<file path="config.mk">
export PLATFORM = sky130hd
export DESIGN_NAME = serv_dbus_bridge
export DESIGN_NICKNAME = d
export VERILOG_FILES = /design/src/rtl/serv_dbus_bridge.sv
export SDC_FILE = /design/constraint.sdc
export NUM_CORES = 1
export LEC_CHECK = 0
export CORE_UTILIZATION = 44
export CTS_CLUSTER_DIAMETER = 100
export DETAILED_ROUTE_END_ITERATION = 7
export PLACE_DENSITY = 0.95
export SYNTH_ARGS = -nofsm -noshare
export SYNTH_HDL_FRONTEND = slang
export SYNTH_SLANG_ARGS = --single-unit
</file>
<file path="constraint.sdc">
create_clock -name i_clk -period 5.95 [get_ports i_clk]
set_input_delay 1.785 -clock i_clk [delete_from_list [all_inputs] [get_ports i_clk]]
set_output_delay 1.785 -clock i_clk [all_outputs]
set_load 0.02 [all_outputs]
</file>
<file path="src/rtl/serv_dbus_bridge.sv">
// serv_dbus_bridge: registered Wishbone classic bridge for the SERV data port.
// Captures one core request, runs a single bus transaction with a bounded
// timeout, and returns a one-cycle ack with lane-masked read data and an
// error flag. All outputs come straight from flops, so there is no
// combinational path between the core side and the SoC side.
module serv_dbus_bridge #(
  parameter int unsigned TIMEOUT = 255
) (
  input  logic        i_clk,
  input  logic        i_rst,
  input  logic [31:0] i_dbus_adr,
  input  logic [31:0] i_dbus_dat,
  input  logic [3:0]  i_dbus_sel,
  input  logic        i_dbus_we,
  input  logic        i_dbus_cyc,
  output logic [31:0] o_dbus_rdt,
  output logic        o_dbus_ack,
  output logic        o_dbus_err,
  output logic [31:0] o_wb_adr,
  output logic [31:0] o_wb_dat,
  output logic [3:0]  o_wb_sel,
  output logic        o_wb_we,
  output logic        o_wb_cyc,
  output logic        o_wb_stb,
  input  logic [31:0] i_wb_rdt,
  input  logic        i_wb_ack,
  input  logic        i_wb_err,
  output logic        o_busy
);

  typedef enum logic [1:0] {
    ST_IDLE = 2'd0,
    ST_REQ  = 2'd1,
    ST_RESP = 2'd2,
    ST_GAP  = 2'd3
  } state_t;

  // Last count value before the abort; TIMEOUT is limited to 2..65535.
  localparam logic [15:0] CNT_LAST = 16'(TIMEOUT - 32'd1);

  // Expand the byte-lane select into a 32-bit data mask.
  function automatic logic [31:0] lane_mask(input logic [3:0] sel);
    return {{8{sel[3]}}, {8{sel[2]}}, {8{sel[1]}}, {8{sel[0]}}};
  endfunction

  state_t      state_q, state_d;
  logic [31:0] adr_q, adr_d;
  logic [31:0] dat_q, dat_d;
  logic [3:0]  sel_q, sel_d;
  logic        we_q, we_d;
  logic [15:0] cnt_q, cnt_d;
  logic [31:0] rdt_q, rdt_d;
  logic        err_q, err_d;
  logic        ack_q, ack_d;
  logic        cyc_q, cyc_d;
  logic        busy_q, busy_d;

  // Next-state, capture and response logic; output flops follow the next state.
  always_comb begin
    state_d = state_q;
    adr_d   = adr_q;
    dat_d   = dat_q;
    sel_d   = sel_q;
    we_d    = we_q;
    cnt_d   = cnt_q;
    rdt_d   = rdt_q;
    err_d   = 1'b0;

    case (state_q)
      ST_IDLE: begin
        if (i_dbus_cyc) begin
          adr_d   = i_dbus_adr & 32'hFFFF_FFFC;
          dat_d   = i_dbus_dat;
          sel_d   = i_dbus_sel;
          we_d    = i_dbus_we;
          cnt_d   = 16'd0;
          state_d = ST_REQ;
        end else begin
          state_d = ST_IDLE;
        end
      end
      ST_REQ: begin
        if (i_wb_err) begin
          // Error takes priority over a simultaneous ack.
          err_d   = 1'b1;
          rdt_d   = 32'h0000_0000;
          state_d = ST_RESP;
        end else if (i_wb_ack) begin
          // An ack on the final count cycle still completes normally.
          rdt_d   = we_q ? 32'h0000_0000 : (i_wb_rdt & lane_mask(sel_q));
          state_d = ST_RESP;
        end else if (cnt_q == CNT_LAST) begin
          err_d   = 1'b1;
          rdt_d   = 32'h0000_0000;
          state_d = ST_RESP;
        end else begin
          cnt_d   = cnt_q + 16'd1;
        end
      end
      ST_RESP: begin
        state_d = ST_GAP;
      end
      ST_GAP: begin
        // The core drops cyc only after seeing ack, so ignore it here.
        state_d = ST_IDLE;
      end
      default: begin
        state_d = ST_IDLE;
      end
    endcase

    cyc_d  = (state_d == ST_REQ);
    ack_d  = (state_d == ST_RESP);
    busy_d = (state_d != ST_IDLE);
  end

  // State and output registers with synchronous reset.
  always_ff @(posedge i_clk) begin
    if (i_rst) begin
      state_q <= ST_IDLE;
      adr_q   <= 32'h0000_0000;
      dat_q   <= 32'h0000_0000;
      sel_q   <= 4'h0;
      we_q    <= 1'b0;
      cnt_q   <= 16'd0;
      rdt_q   <= 32'h0000_0000;
      err_q   <= 1'b0;
      ack_q   <= 1'b0;
      cyc_q   <= 1'b0;
      busy_q  <= 1'b0;
    end else begin
      state_q <= state_d;
      adr_q   <= adr_d;
      dat_q   <= dat_d;
      sel_q   <= sel_d;
      we_q    <= we_d;
      cnt_q   <= cnt_d;
      rdt_q   <= rdt_d;
      err_q   <= err_d;
      ack_q   <= ack_d;
      cyc_q   <= cyc_d;
      busy_q  <= busy_d;
    end
  end

  assign o_wb_adr   = adr_q;
  assign o_wb_dat   = dat_q;
  assign o_wb_sel   = sel_q;
  assign o_wb_we    = we_q;
  assign o_wb_cyc   = cyc_q;
  assign o_wb_stb   = cyc_q;
  assign o_dbus_ack = ack_q;
  assign o_dbus_err = err_q;
  assign o_dbus_rdt = rdt_q;
  assign o_busy     = busy_q;

endmodule

</file>
==> reports/qor.txt <==
DP HPWL -> 8885 um
ANT cells -> 0
family with the most delay on the worst path -> buffers and inverters
Syn Inst Count -> 492
Synth area leaders -> dfxtp_1, nand2_1, a21oi_1, a22o_1, clkbuf_1
initial antenna violation count -> 0
Hold Startpoint -> o_wb_adr[26]
die width -> 101.8 um
H-tree depth -> 4
gr usage total -> 25.17%
Fillers -> 674
met2 wire length -> 6421 um
core area -> 9729 um^2
crit path launch type -> register
Worst Clk Skew -> 0.007080 ns
largest net degree at the start of global routing -> 81
maximum VDD drop -> 0.1409 mV
final setup TNS -> 0 ns
met3 routed WL -> 1271 um
Syn Area/Cell -> 8.901 um^2
# Post-CTS Setup Buffers -> 0
measured slew at the worst slew-check pin -> 0.9157 ns
DR WL/cell -> 15.59 um
MaxCap Viol Count -> 0
area of the die -> 10360 um^2
Area Growth Syn to Fin -> 60.26%
post-cts gate resize count -> 0
Crit. End Element -> output pin
reg2reg end -> o_dbus_rdt[16]
clock sink count -> 121
biggest cell delay along the critical path -> 0.68 ns
final WL -> 12950 um
Max Freq -> 0.2948 GHz
Post-synth ARST share -> 0%
WP buf/inv -> 1
Slew Viols, Final -> 0
most frequent cell after synthesis -> nand2_1
Synth Area in Compound Gates -> 17.66%
drt pass-1 iters -> 4
internal power -> 1.590 mW
Clk Latency, worst-skew pair -> 0.51 ns
row count -> 36
Mapped Area -> 4379 um^2
Psw -> 0.5378 mW
top routing layer in use -> met4
Netlist cell types -> 46
register share of total power -> 41.2%
logic gate share of total power -> 15.5%
GRT overflow -> 0
ys flop type -> dfxtp_1
Synth warnings -> 0
I/O pin cnt -> 212
Sw Ratio -> 25.28%
max_slew headroom -> 38.39%
part of the power in the clock network -> 43.2%
vias in the first global route -> 4224
final hold viol count -> 0
Clock Path Buffers -> 2
crit path DAT -> 1.61 ns
EDFF count, synth -> 0
area leader, netlist -> dfxtp_1
via count -> 4276
antenna viol nets, final -> 0
Worst Hold Class -> reg2reg
cts bufs inserted -> 17
Min Hold Slack -> 0.4533 ns
Cell Chain, Critical Path -> clkdlybuf4s50_1
post-synthesis xor/xnor area fraction -> 2.200%
nets@finish -> 795
minimum clock period -> 3.392 ns
status -> finished clean
Final GP Congestion -> 0.7904
Crit Path Category -> reg2out
M1 WL -> 4854 um
Final period util -> 57.00%
CTS clk-pin slew, worst paths -> 0.06 ns
first-pass GRT wire length -> 20000 um
R2R cell count -> 6
Max FO, Critical Path -> 3
starting DRC count in detailed routing -> 119
cell leakage power -> 2.599 nW
share of cells above drive strength 1 -> 5.874%
Post-Synth Adder-Cell Area -> 0.5714%
Die H -> 101.8 um
reg2reg setup slack -> 3.41 ns
vias per cell -> 5.146
post-synthesis mux area share -> 0.6857%
CTS tree -> built
Critical Path Slowest Stage Cell -> clkdlybuf4s50_1
Yosys reg bits -> 121
clock root buffer -> clkbuf_8
final setup fails -> 0
Seq/Total Area, Yosys -> 55.31%
Port Buffers -> 207
Worst Hold End -> o_wb_adr[26]
# hold bufs at CTS -> 0
r2r startpoint -> cnt_q[1]
dominant combinational cell family by area after synthesis -> simple AND/OR/NAND/NOR gates
RSZ-0062 raised after global routing -> false
power per cell area -> 303.2 nW/um^2
DRC Markers -> 0
Yosys top cell area share -> 55.31%
top post-synthesis cells by count -> nand2_1, dfxtp_1, a21oi_1
WP data required -> 4.16 ns
Initial Util -> 45.01%
hold path depth -> 2
Synth Area in Simple Gates -> 19.40%
==> tightest hold or removal path, delay by kind of cell, from the launching register on <==
family	cells	cell delay, ns
flops	1	0.30
simple gates	1	0.05
compound gates	1	0.05
==> layer usage <==
metal,global-route usage [%],up-vias
li1,-,2059
met5,0,-
met2,44.28,197
met1,26.04,1986
met3,9.110,34
met4,13.71,0
==> flip-flops by register name, indices dropped and copies added, names as in the netlist <==
signal,count
o_dbus_rdt,32
o_wb_dat,32
o_wb_adr,30
cnt_q,16
o_wb_sel,4
state_q,2
o_busy,1
o_dbus_ack,1
o_dbus_err,1
o_wb_cyc,1
o_wb_we,1
==> cells by family (layout without fill, tap and decap cells) <==
logic type,after synthesis,after routing
compound gates,118,118
xor+xnor,11,11
fa+ha+maj,2,2
buf+inv,38,243
flops,121,121
mux,3,3
other cells,1,2
simple gates,198,198
==> per-stage QoR <==
stage          utilization, %  power, mW  cells  instance area (um^2)  worst slack (ns)
2_1_floorplan               -      1.049    493                  4383             2.701
3_3_place_gp            66.63      1.213    801                  6482             2.148
3_5_place_dp            66.63      1.223    801                  6482             2.133
4_1_cts                 72.13      2.147    831                  7018             2.546
5_1_grt                 72.13      2.215    831                  7018             2.526
6_report                72.13      2.128    831                  7018             2.558
==> power by group through the flow <==
stage,sequential [mW],clock (mW),combinational [mW]
finish,0.878,0.919,0.331
floorplan,0.939,0,0.111
CTS,0.878,0.937,0.332
global placement,0.892,0,0.321
detailed placement,0.894,0,0.329
global route,0.883,0.977,0.355
==> cell type report <==
type / instances / area, um^2 / share of cell area (%)
repair buffers: 211 / 2097 / 29.88
clock inverters: 8 / 72.57 / 1.034
clock buffers: 22 / 462.9 / 6.597
flip-flops and latches: 121 / 2422 / 34.52
multi-input cells: 334 / 1789 / 25.49
well taps: 133 / 166.4 / 2.371
inverters: 2 / 7.507 / 0.1070
==> worst max-delay path by stage <==
stage                         from        to  cells after the start
after floorplan           i_wb_err  cnt_q[7]                      5
after global placement    i_wb_err  cnt_q[7]                      6
after detailed placement  i_wb_err  cnt_q[7]                      6
after CTS                  o_wb_we   o_wb_we                      1
after global routing       o_wb_we   o_wb_we                      1
final                      o_wb_we   o_wb_we                      1
==> layout by cell type (no fill, tap or decap), types with 2 or more instances in the layout <==
master / netlist / layout
a21oi_1: 73 / 73
a22o_1: 32 / 32
a31oi_1: 2 / 2
and2_1: 5 / 5
and3_1: 2 / 2
buf_4: 3 / 4
clkbuf_1: 26 / 2
clkbuf_16: 0 / 16
clkbuf_8: 0 / 4
clkdlybuf4s50_1: 0 / 206
clkinv_2: 0 / 4
clkinvlp_4: 0 / 3
conb_1: 1 / 2
dfxtp_1: 121 / 121
ha_1: 2 / 2
mux2i_1: 3 / 3
nand2_1: 144 / 143
nand2b_1: 2 / 2
nand3_1: 3 / 3
nand4_1: 5 / 5
nor2_1: 18 / 18
nor3_1: 4 / 4
nor3b_2: 1 / 2
or3_1: 3 / 3
or4_1: 2 / 2
or4b_1: 2 / 2
xnor2_1: 6 / 6
xor2_1: 5 / 5
Power figures use the tool's default switching activity.
